==> src/rtl/instr_encoder_pkg.sv <==
// Shared RISC-V instruction-type definitions: format codes, error codes and the
// field bundle used by both the encode and decode paths.
package instr_encoder_pkg;

  typedef enum logic [2:0] {
    FmtR = 3'd0,
    FmtI = 3'd1,
    FmtS = 3'd2,
    FmtB = 3'd3,
    FmtU = 3'd4,
    FmtJ = 3'd5
  } fmt_e;

  typedef enum logic [1:0] {
    ErrNone   = 2'd0,
    ErrRange  = 2'd1,
    ErrAlign  = 2'd2,
    ErrFormat = 2'd3
  } err_e;

  typedef struct packed {
    logic [2:0]  format;
    logic [6:0]  opcode;
    logic [4:0]  rd;
    logic [2:0]  funct3;
    logic [4:0]  rs1;
    logic [4:0]  rs2;
    logic [6:0]  funct7;
    logic [31:0] imm;
  } fields_t;

  // True when imm[31:msb] are all equal, i.e. the value fits a signed field of msb+1 bits.
  function automatic logic sext_ok(input logic [31:0] imm, input int unsigned msb);
    logic [31:0] mask;
    mask = 32'hFFFF_FFFF << msb;
    return ((imm & mask) == mask) || ((imm & mask) == 32'h0);
  endfunction

endpackage

==> src/rtl/instr_encoder_if.sv <==
// Loader-side field bundle and instruction-memory write side of the encoder.
interface instr_encoder_if #(
  parameter int unsigned ADDR_W = 10
);
  logic              in_valid;
  logic              in_ready;
  logic [2:0]        in_format;
  logic [6:0]        in_opcode;
  logic [4:0]        in_rd;
  logic [2:0]        in_funct3;
  logic [4:0]        in_rs1;
  logic [4:0]        in_rs2;
  logic [6:0]        in_funct7;
  logic [31:0]       in_imm;
  logic              out_valid;
  logic              out_ready;
  logic [31:0]       out_instr;
  logic [ADDR_W-1:0] out_addr;
  logic              err;
  logic [1:0]        err_code;
  logic              full;

  modport master (
    output in_valid, in_format, in_opcode, in_rd, in_funct3, in_rs1, in_rs2, in_funct7, in_imm,
    output out_ready,
    input  in_ready, out_valid, out_instr, out_addr, err, err_code, full
  );

  modport slave (
    input  in_valid, in_format, in_opcode, in_rd, in_funct3, in_rs1, in_rs2, in_funct7, in_imm,
    input  out_ready,
    output in_ready, out_valid, out_instr, out_addr, err, err_code, full
  );

endinterface

==> src/rtl/instr_pack.sv <==
// Combinational legality check and RV32 bit packing of one field bundle.
module instr_pack
  import instr_encoder_pkg::*;
(
  input  fields_t     fields,
  output logic [31:0] instr,
  output err_e        err_code
);

  logic [31:0] imm;
  assign imm = fields.imm;

  // Alignment is checked before range so a misaligned, out-of-range value reports alignment.
  always_comb begin
    instr    = '0;
    err_code = ErrNone;
    case (fields.format)
      FmtR: begin
        instr = {fields.funct7, fields.rs2, fields.rs1, fields.funct3, fields.rd, fields.opcode};
      end
      FmtI: begin
        instr = {imm[11:0], fields.rs1, fields.funct3, fields.rd, fields.opcode};
        if (!sext_ok(imm, 11)) err_code = ErrRange;
      end
      FmtS: begin
        instr = {imm[11:5], fields.rs2, fields.rs1, fields.funct3, imm[4:0], fields.opcode};
        if (!sext_ok(imm, 11)) err_code = ErrRange;
      end
      FmtB: begin
        instr = {imm[12], imm[10:5], fields.rs2, fields.rs1, fields.funct3, imm[4:1], imm[11],
                 fields.opcode};
        if (imm[0])                  err_code = ErrAlign;
        else if (!sext_ok(imm, 12))  err_code = ErrRange;
      end
      FmtU: begin
        instr = {imm[31:12], fields.rd, fields.opcode};
        if (imm[11:0] != 12'h0) err_code = ErrAlign;
      end
      FmtJ: begin
        instr = {imm[20], imm[10:1], imm[11], imm[19:12], fields.rd, fields.opcode};
        if (imm[0])                  err_code = ErrAlign;
        else if (!sext_ok(imm, 20))  err_code = ErrRange;
      end
      default: err_code = ErrFormat;
    endcase
  end

endmodule

==> src/rtl/instr_encoder.sv <==
// Accepts one field bundle at a time, validates and packs it, and emits the word
// with a sequential instruction-memory address until the address space is exhausted.
module instr_encoder
  import instr_encoder_pkg::*;
#(
  parameter int unsigned       ADDR_W    = 10,
  parameter logic [ADDR_W-1:0] BASE_ADDR = '0
) (
  input logic            clk,
  input logic            rst_n,
  input logic            flush,
  instr_encoder_if.slave bus
);

  typedef enum logic [2:0] {StIdle, StCheck, StEmit, StFault, StFull} state_e;

  state_e            state_q;
  fields_t           fields_q;
  fields_t           in_fields;
  logic              out_valid_q;
  logic [31:0]       out_instr_q;
  logic [ADDR_W-1:0] addr_q;
  logic              err_q;
  err_e              err_code_q;
  logic              full_q;
  logic [31:0]       pack_instr;
  err_e              pack_err;

  assign in_fields = '{
    format: bus.in_format, opcode: bus.in_opcode, rd: bus.in_rd, funct3: bus.in_funct3,
    rs1: bus.in_rs1, rs2: bus.in_rs2, funct7: bus.in_funct7, imm: bus.in_imm
  };

  instr_pack u_pack (
    .fields   (fields_q),
    .instr    (pack_instr),
    .err_code (pack_err)
  );

  always_ff @(posedge clk or negedge rst_n) begin
    if (!rst_n) begin
      state_q     <= StIdle;
      fields_q    <= '0;
      out_valid_q <= 1'b0;
      out_instr_q <= '0;
      addr_q      <= BASE_ADDR;
      err_q       <= 1'b0;
      err_code_q  <= ErrNone;
      full_q      <= 1'b0;
    end else if (flush) begin
      // Overrides every state; a word pending in EMIT is dropped unwritten.
      state_q     <= StIdle;
      out_valid_q <= 1'b0;
      addr_q      <= BASE_ADDR;
      err_q       <= 1'b0;
      err_code_q  <= ErrNone;
      full_q      <= 1'b0;
    end else begin
      case (state_q)
        StIdle: begin
          if (bus.in_valid) begin
            fields_q <= in_fields;
            state_q  <= StCheck;
          end
        end
        StCheck: begin
          if (pack_err != ErrNone) begin
            err_q      <= 1'b1;
            err_code_q <= pack_err;
            state_q    <= StFault;
          end else begin
            out_instr_q <= pack_instr;
            out_valid_q <= 1'b1;
            state_q     <= StEmit;
          end
        end
        StEmit: begin
          if (bus.out_ready) begin
            out_valid_q <= 1'b0;
            // Last address written: park in FULL rather than wrapping onto live code.
            if (addr_q == {ADDR_W{1'b1}}) begin
              full_q  <= 1'b1;
              state_q <= StFull;
            end else begin
              addr_q  <= addr_q + ADDR_W'(1);
              state_q <= StIdle;
            end
          end
        end
        StFault, StFull: ;
        default: state_q <= StIdle;
      endcase
    end
  end

  assign bus.in_ready  = (state_q == StIdle);
  assign bus.out_valid = out_valid_q;
  assign bus.out_instr = out_instr_q;
  assign bus.out_addr  = addr_q;
  assign bus.err       = err_q;
  assign bus.err_code  = err_code_q;
  assign bus.full      = full_q;

endmodule
==> src/flat_wrapper.sv <==
// flat-port wrapper written by rule: the top's interface ports become plain ports
module instr_encoder_flat import instr_encoder_pkg::*;
#(
  parameter int unsigned       ADDR_W    = 10,
  parameter logic [ADDR_W-1:0] BASE_ADDR = '0
)
  (clk, rst_n, flush, bus_in_valid, bus_in_format, bus_in_opcode, bus_in_rd, bus_in_funct3, bus_in_rs1, bus_in_rs2, bus_in_funct7, bus_in_imm, bus_out_ready, bus_in_ready, bus_out_valid, bus_out_instr, bus_out_addr, bus_err, bus_err_code, bus_full);
  instr_encoder_if #(.ADDR_W(ADDR_W)) bus_i ();
  input logic clk;
  input logic rst_n;
  input logic flush;
  input wire logic [$bits(bus_i.in_valid)-1:0] bus_in_valid;
  input wire logic [$bits(bus_i.in_format)-1:0] bus_in_format;
  input wire logic [$bits(bus_i.in_opcode)-1:0] bus_in_opcode;
  input wire logic [$bits(bus_i.in_rd)-1:0] bus_in_rd;
  input wire logic [$bits(bus_i.in_funct3)-1:0] bus_in_funct3;
  input wire logic [$bits(bus_i.in_rs1)-1:0] bus_in_rs1;
  input wire logic [$bits(bus_i.in_rs2)-1:0] bus_in_rs2;
  input wire logic [$bits(bus_i.in_funct7)-1:0] bus_in_funct7;
  input wire logic [$bits(bus_i.in_imm)-1:0] bus_in_imm;
  input wire logic [$bits(bus_i.out_ready)-1:0] bus_out_ready;
  output wire logic [$bits(bus_i.in_ready)-1:0] bus_in_ready;
  output wire logic [$bits(bus_i.out_valid)-1:0] bus_out_valid;
  output wire logic [$bits(bus_i.out_instr)-1:0] bus_out_instr;
  output wire logic [$bits(bus_i.out_addr)-1:0] bus_out_addr;
  output wire logic [$bits(bus_i.err)-1:0] bus_err;
  output wire logic [$bits(bus_i.err_code)-1:0] bus_err_code;
  output wire logic [$bits(bus_i.full)-1:0] bus_full;
  assign bus_i.in_valid = bus_in_valid;
  assign bus_i.in_format = bus_in_format;
  assign bus_i.in_opcode = bus_in_opcode;
  assign bus_i.in_rd = bus_in_rd;
  assign bus_i.in_funct3 = bus_in_funct3;
  assign bus_i.in_rs1 = bus_in_rs1;
  assign bus_i.in_rs2 = bus_in_rs2;
  assign bus_i.in_funct7 = bus_in_funct7;
  assign bus_i.in_imm = bus_in_imm;
  assign bus_i.out_ready = bus_out_ready;
  assign bus_in_ready = bus_i.in_ready;
  assign bus_out_valid = bus_i.out_valid;
  assign bus_out_instr = bus_i.out_instr;
  assign bus_out_addr = bus_i.out_addr;
  assign bus_err = bus_i.err;
  assign bus_err_code = bus_i.err_code;
  assign bus_full = bus_i.full;
  instr_encoder #(.ADDR_W(ADDR_W), .BASE_ADDR(BASE_ADDR)) u_core (.clk(clk), .rst_n(rst_n), .flush(flush), .bus(bus_i));
endmodule
==> config.mk <==
export PLATFORM = sky130hd
export DESIGN_NAME = instr_encoder_flat
export DESIGN_NICKNAME = d
export VERILOG_FILES = /design/src/rtl/instr_encoder_pkg.sv /design/src/rtl/instr_encoder_if.sv /design/src/rtl/instr_pack.sv /design/src/rtl/instr_encoder.sv /design/src/flat_wrapper.sv
export SDC_FILE = /design/constraint.sdc
export NUM_CORES = 1
export LEC_CHECK = 0
export CAP_MARGIN = 5
export CORE_MARGIN = 4
export CORE_UTILIZATION = 63
export DETAILED_ROUTE_END_ITERATION = 10
export DONT_BUFFER_PORTS = 1
export HOLD_SLACK_MARGIN = 0.05
export PLACE_DENSITY_LB_ADDON = 0.15
export RECOVER_POWER = 50
export SETUP_SLACK_MARGIN = 0.2
export SLEW_MARGIN = 20
export SYNTH_ARGS = -nofsm -noshare
export SYNTH_HDL_FRONTEND = slang
export SYNTH_SLANG_ARGS = --single-unit
==> constraint.sdc <==
create_clock -name clk -period 2.6 [get_ports clk]
set_input_delay 0.26 -clock clk [delete_from_list [all_inputs] [get_ports clk]]
set_output_delay 0.26 -clock clk [all_outputs]
set_load 0.01 [all_outputs]
* Word-level counts from Yosys, hierarchy flattened
Index checks and enable logic that the tools add are counted.
** Storage, ports and cells
- Register bits :: 117
- Bits of input ports :: 72
** Operators by class
- Add/sub/neg operators :: 1
- Eq/ne operators :: 18
- Muxes and demuxes :: 32
- Bitwise gates (word level) :: 2
- Reductions and logical operators :: 25
** Operators with widths (count)
- 32-bit case mux with 6 select lines :: 1
- 32-bit logical NOT :: 3
- 10-bit 2-to-1 mux :: 4
- 21-bit equality test (second input constant) :: 1
- 20-bit equality test (second input constant) :: 1
- 3-bit AND reduction :: 6
- 1-bit 2-to-1 mux :: 14
- 12-bit equality test (second input constant) :: 1
- 3-bit by 2-bit equality test with 1-bit output (second input constant) :: 4
- 2-bit 2-to-1 mux :: 6
- 3-bit 2-to-1 mux :: 4
- 3-bit case mux with 4 select lines :: 1
- 12-bit nonzero test :: 1
- 2-bit nonzero test :: 6
- 10-bit by 1-bit adder with 10-bit output (second input constant) :: 1
- 10-bit equality test (second input constant) :: 1
- 2-bit case mux with 5 select lines :: 1
- 3-bit equality test (second input constant) :: 3
- 3-bit inequality test (second input constant) :: 3
- 3-bit by 1-bit equality test with 1-bit output (second input constant) :: 2
- 3-bit logical NOT :: 2
- 2-bit inequality test (second input constant) :: 2
- 2-bit OR reduction :: 2
- 1-bit logical OR :: 3
- 4 further kinds :: 5

* Logic depth before layout (Yosys ltp)
- Word-level depth :: 9
- Gate-level depth with buffers :: 8
- Depth with buffers taken out :: 6

* By module
Synthesis repeated with hierarchy kept, for this count alone.
** Second synthesis, totals
- Cells, all modules :: 440
- Area, all modules :: 5728.0 µm²
** Modules (own cells, without submodules)
- instr_encoder :: instances 1, cells each 304, area an instance 4913.5 µm², seq. area each 2927.8 µm²
- instr_pack :: instances 1, cells each 136, area an instance 814.5 µm², seq. area each 0.0 µm²

* Worst setup path after synthesis
OpenSTA, ideal clock, no wires.
- Path type :: register to register
- Start point :: register u_core.fields_q[15] in the netlist's numbering
- End point :: register u_core.out_instr_q[27] (netlist: u_core.bus.out_instr[27])
- Setup time :: 0.128 ns
- Arrival time :: 2.129 ns
- Setup slack :: 0.343 ns
- Stages on the path, launching flop included :: 7
- Path buffers :: 1
- Period minus slack after synthesis :: 2.257 ns
- Cells stage by stage :: dfrtp_1 or4_1 nor3_1 a32oi_1 a211oi_4 buf_6 mux2_1
** On the way
- Longest elaborated chain between the ends :: 8
** RTL lines
- start, declared :: RTL line instr_encoder.sv:18 : fields_t fields_q;
- start signal, assigned :: RTL line instr_encoder.sv:62 : fields_q <= in_fields;
- 20-bit equality test / 32-bit logical NOT (equally long branches) :: RTL line instr_encoder_pkg.sv:36 : return ((imm & mask) == mask) || ((imm & mask) == 32'h0);
- 1-bit logical OR :: RTL line instr_encoder_pkg.sv:36
- 1-bit 2-to-1 mux :: RTL line instr_pack.sv:33 : else if (!sext_ok(imm, 12)) err_code = ErrRange;
- 2-bit 2-to-1 mux :: RTL line instr_pack.sv:32 : if (imm[0]) err_code = ErrAlign;
- 2-bit case mux with 5 select lines (*) :: RTL line instr_pack.sv:17 : case (fields.format)
- 2-bit nonzero test (*) :: RTL line instr_encoder.sv:67 : if (pack_err != ErrNone) begin
- 1-bit NOT (no line) (*)
- 3-bit AND reduction (no line) (*)
- end signal, assigned :: RTL line instr_encoder.sv:72 : out_instr_q <= pack_instr;
- end, declared :: RTL line instr_encoder.sv:21 : logic [31:0] out_instr_q;
Mark *: on every way between the ends. The rest lies on a longest branch, timed or not.
A chain may end at the register's enable or synchronous reset.

* Final worst setup path
- Start point :: register u_core.fields_q[14] in the netlist's numbering
- End point :: register u_core.out_instr_q[17] (netlist: u_core.bus.out_instr[17])
The elaborated chain is that of the path after synthesis.

==> summary.txt <==
Run status
  • Run status: finished with violations
  • Violated checks: negative hold slack

Critical path
  • Crit path capture type: flip-flop
  • Worst-path cell chain: or4_4, o211ai_1, a221oi_4, a211oi_4, buf_6, buf_12, mux2_4
  • Reg-to-reg startpoint: u_core.fields_q[14]
  • CP startpoint: u_core.fields_q[14]
  • Critical Path AT: 2.88 ns
  • Worst Setup Start Kind: flip-flop
  • Max incr delay on CP: 0.56 ns
  • CP Class: flip-flop to flip-flop
  • Slowest stage cell, crit path: or4_4
  • Req. time, crit path: 2.99 ns
  • CP max FO: 6

Layout
  • P&R area growth vs syn: 30.47%
  • Most common library cell in the layout ignoring fill and taps: dfrtp_1
  • Nets: 599
  • N_diodes: 0
  • Post-route cell area: 6997 sq um
  • Commonest cells after routing, fill and taps aside: dfrtp_1 (117), mux2_2 (74), dlygate4sd3_1 (69)
  • Fraction of final layout cells sized beyond drive strength 1: about 29%

Die
  • Starting Density: 64.94%
  • Die X: about 100 um
  • Row count: 33
  • CORE AREA: approximately 8300 sq um
  • Die Area: approximately 10000 sq um
  • Boundary Pins: 120
  • Chip Height: 100.3 um

Clock network
  • Total CTS buffers: 17
  • Max Root-Sink Buffers: 2
  • CTS tree: done
  • Clock Pin Slew Worst Setup and Hold Paths: roughly 0.060 ns
  • # H-tree levels: 4
  • Skew-Pair Late Insertion Delay: 0.51 ns
  • Hold_buf cts: a little under 70
  • Clock Sink Count: 117
  • CTS root buf: clkbuf_8

Logic synthesis
  • Yosys warnings: 0
  • Async SR Flop Fraction: 100.0%
  • Mux share of post-synthesis cell area: between 20% and 30%
  • Top_reg_cell synth: dfrtp_1
  • Syn nets: 510
  • Post-synth cell types: 45
  • Simple-gate area share of the yosys netlist: 7.653%
  • Syn Std Cell Area: around 5400 sq um
  • Compound-Gate Fraction of Synth Area: 9.799%
  • Sequential area share after synthesis: 54.60%
  • Mean area per synthesized cell: roughly 12 sq um
  • Synthesized netlist cell count: approximately 440
  • Adder-Cell Fraction of Synth Area: less than 1%
  • Post-synth EDFFs: 0
  • Yosys reg bits: roughly 120
  • Largest family of logic cells by synthesized area: multiplexers
  • Synth Area in XOR/XNOR: about 1.6%

Timing
  • Fin. max-slew vios: 0
  • WHS: -0.5628 ns
  • Final-report hold violation count: ~120
  • RSZ-0062 raised after global routing: yes
  • Clk_skew: 0.007989 ns
  • Slew of the pin with the lowest slew margin: just over 0.7 ns
  • Setup TNS: 0 ns
  • Rel. slew slack: around half
  • Max Fclk: 0.4016 GHz
  • Period utilization: between 90% and 100%
  • Min Tclk post-route: 2.490 ns
  • Finish-stage setup viols: 0

Pwr
  • Total chip power: about 8.2 mW
  • Pwr per Cell Area: around 1200 nW/um^2
  • Leakage: around 3.1 nW
  • VDD IR-drop max: 873.4 uV

Routing
  • Vias: 4042
  • Wire length per cell: approximately 23 um
  • Drt via density: roughly 6.3
  • Starting DRT DRC Count: between 300 and 400
  • Drt drc: 0
  • WL final: approximately 15000 um
  • Drt pass-1 iters: 5
  • Antenna Nets Post-Route: 0

Place
  • Routability congestion estimate: approximately 0.89
  • Placed Area: roughly 5500 sq um
  • Number of I/O port buffers: 0
  • DP HPWL: 8057 um

Global route
  • Global-route wire length before repair: about 22000 um
  • Total GRT Usage: ~28%
  • Remaining Overflow, GRT: 0
  • Initial antenna violation count: 0
  • Number of global-route vias before repair: about 4200
  • Largest net degree at the start of global routing: approximately 120

Run
  • Max-cap violation count: 0

Min path
  • Worst hold-check path type: input pin to async pin
==> where the power goes <==
| group | total (mW) | switching, mW | internal [mW] |
|---|---|---|---|
| Sequential | 3.52 | 0.926 | 2.60 |
| Combinational | 2.76 | 1.27 | 1.49 |
| Clock | 1.96 | 0.790 | 1.17 |
| Total | 8.25 | 2.98 | 5.26 |
==> metal layers <==
layer  wire, um  up-vias  global-route usage (%)  part of all wire (%)
met2       7418      197                   47.60                    51
met4        491        0                   9.430                   3.4
met3       1197       50                   9.382                   8.3
met5          0        -                       0                     0
met1       5394     2033                   33.18                    37
li1           -     1762                       -                     -
==> repair_timing <==
action                     in CTS  in global routing
setup endpoints to repair      25                 31
hold endpoints to repair      202                117
buffers inserted                8                  2
gates cloned                    1                  2
resized for setup              10                 23
pin swaps                       3                  4
==> logic make-up after synthesis <==
kind of cell,after synthesis
AOI/OAI and AO/OA,74
buffers and inverters,44
muxes,109
xor gates and xnor gates,10
DFF,117
adders and majority gates,1
and+or+nand+nor,82
==> state kept, by name, indices dropped and copies added (netlist names) <==
signal and cells:
u_core.state_q 3, u_core.bus.err_code 2, u_core.fields_q 67, u_core.bus.out_instr 32, u_core.bus.out_addr 10, u_core.bus.full 1
u_core.bus.out_valid 1, u_core.bus.err 1
==> worst paths after layout <==
check,endpoint,slack (ns),cells past startpoint
hold / removal,u_core.bus.out_addr[5],-0.56,0
max in group asynchronous,u_core.fields_q[19],3.05,0
setup / recovery,u_core.bus.out_instr[17],0.11,7
hold reg to reg,u_core.fields_q[33],0.50,1
min in group clk,u_core.bus.out_addr[7],0.07,3
setup reg to reg,u_core.bus.out_instr[17],0.11,7
==> critical path, delay by kind of cell (launching register included) <==
kind | cells | cell delay [ns]
and+or+nand+nor | 1 | 0.56
AOI/OAI and AO/OA | 3 | 0.79
muxes | 1 | 0.32
buffers and inverters | 2 | 0.32
DFF | 1 | 0.38
==> synthesized netlist by cell type (2+ instances only) <==
master,count,area (sq um)
or4_1,2,15.01
buf_2,2,10.01
nor3b_1,2,15.01
and3_1,5,31.28
buf_1,3,11.26
a22oi_1,10,75.07
mux2_1,6,67.56
nor3_1,5,25.02
o2111ai_1,2,17.52
o21ai_0,20,100.1
o211ai_1,7,52.55
nor4_1,6,37.54
xor2_1,8,70.07
inv_1,18,67.56
nor2_1,21,78.83
and2_1,2,12.51
a211oi_1,3,22.52
nand2b_1,3,18.77
nand2_1,23,86.33
xnor2_1,2,17.52
mux2i_1,15,150.1
nor2b_1,4,25.02
dfrtp_1,117,2928
buf_6,3,33.78
a221oi_1,2,17.52
clkbuf_1,18,67.56
nand4_1,6,37.54
a22o_1,9,78.83
a21oi_1,10,50.05
mux2_2,88,991.0
==> per-stage QoR <==
stage	setup slack (ns)	util [%]	std cells	hold WS [ns]
floorplan	0.3430	-	437	-0.03559
global placement	0.2640	66.71	530	-0.03314
detailed placement	0.1541	66.71	530	-0.03287
CTS	0.2031	82.73	638	-0.5753
global route	0.07927	84.73	642	-0.5924
finish	0.1102	84.73	642	-0.5628
==> cell type report <==
cell class	count	area, sq um
repair buffers	96	1005
well taps	105	131.4
fillers	407	1261
clock buffers	20	435.4
inverters	18	67.56
flip-flops and latches	117	2928
multi-input cells	276	2369
clock inverters	10	61.31
Power figures use the tool's default switching activity.
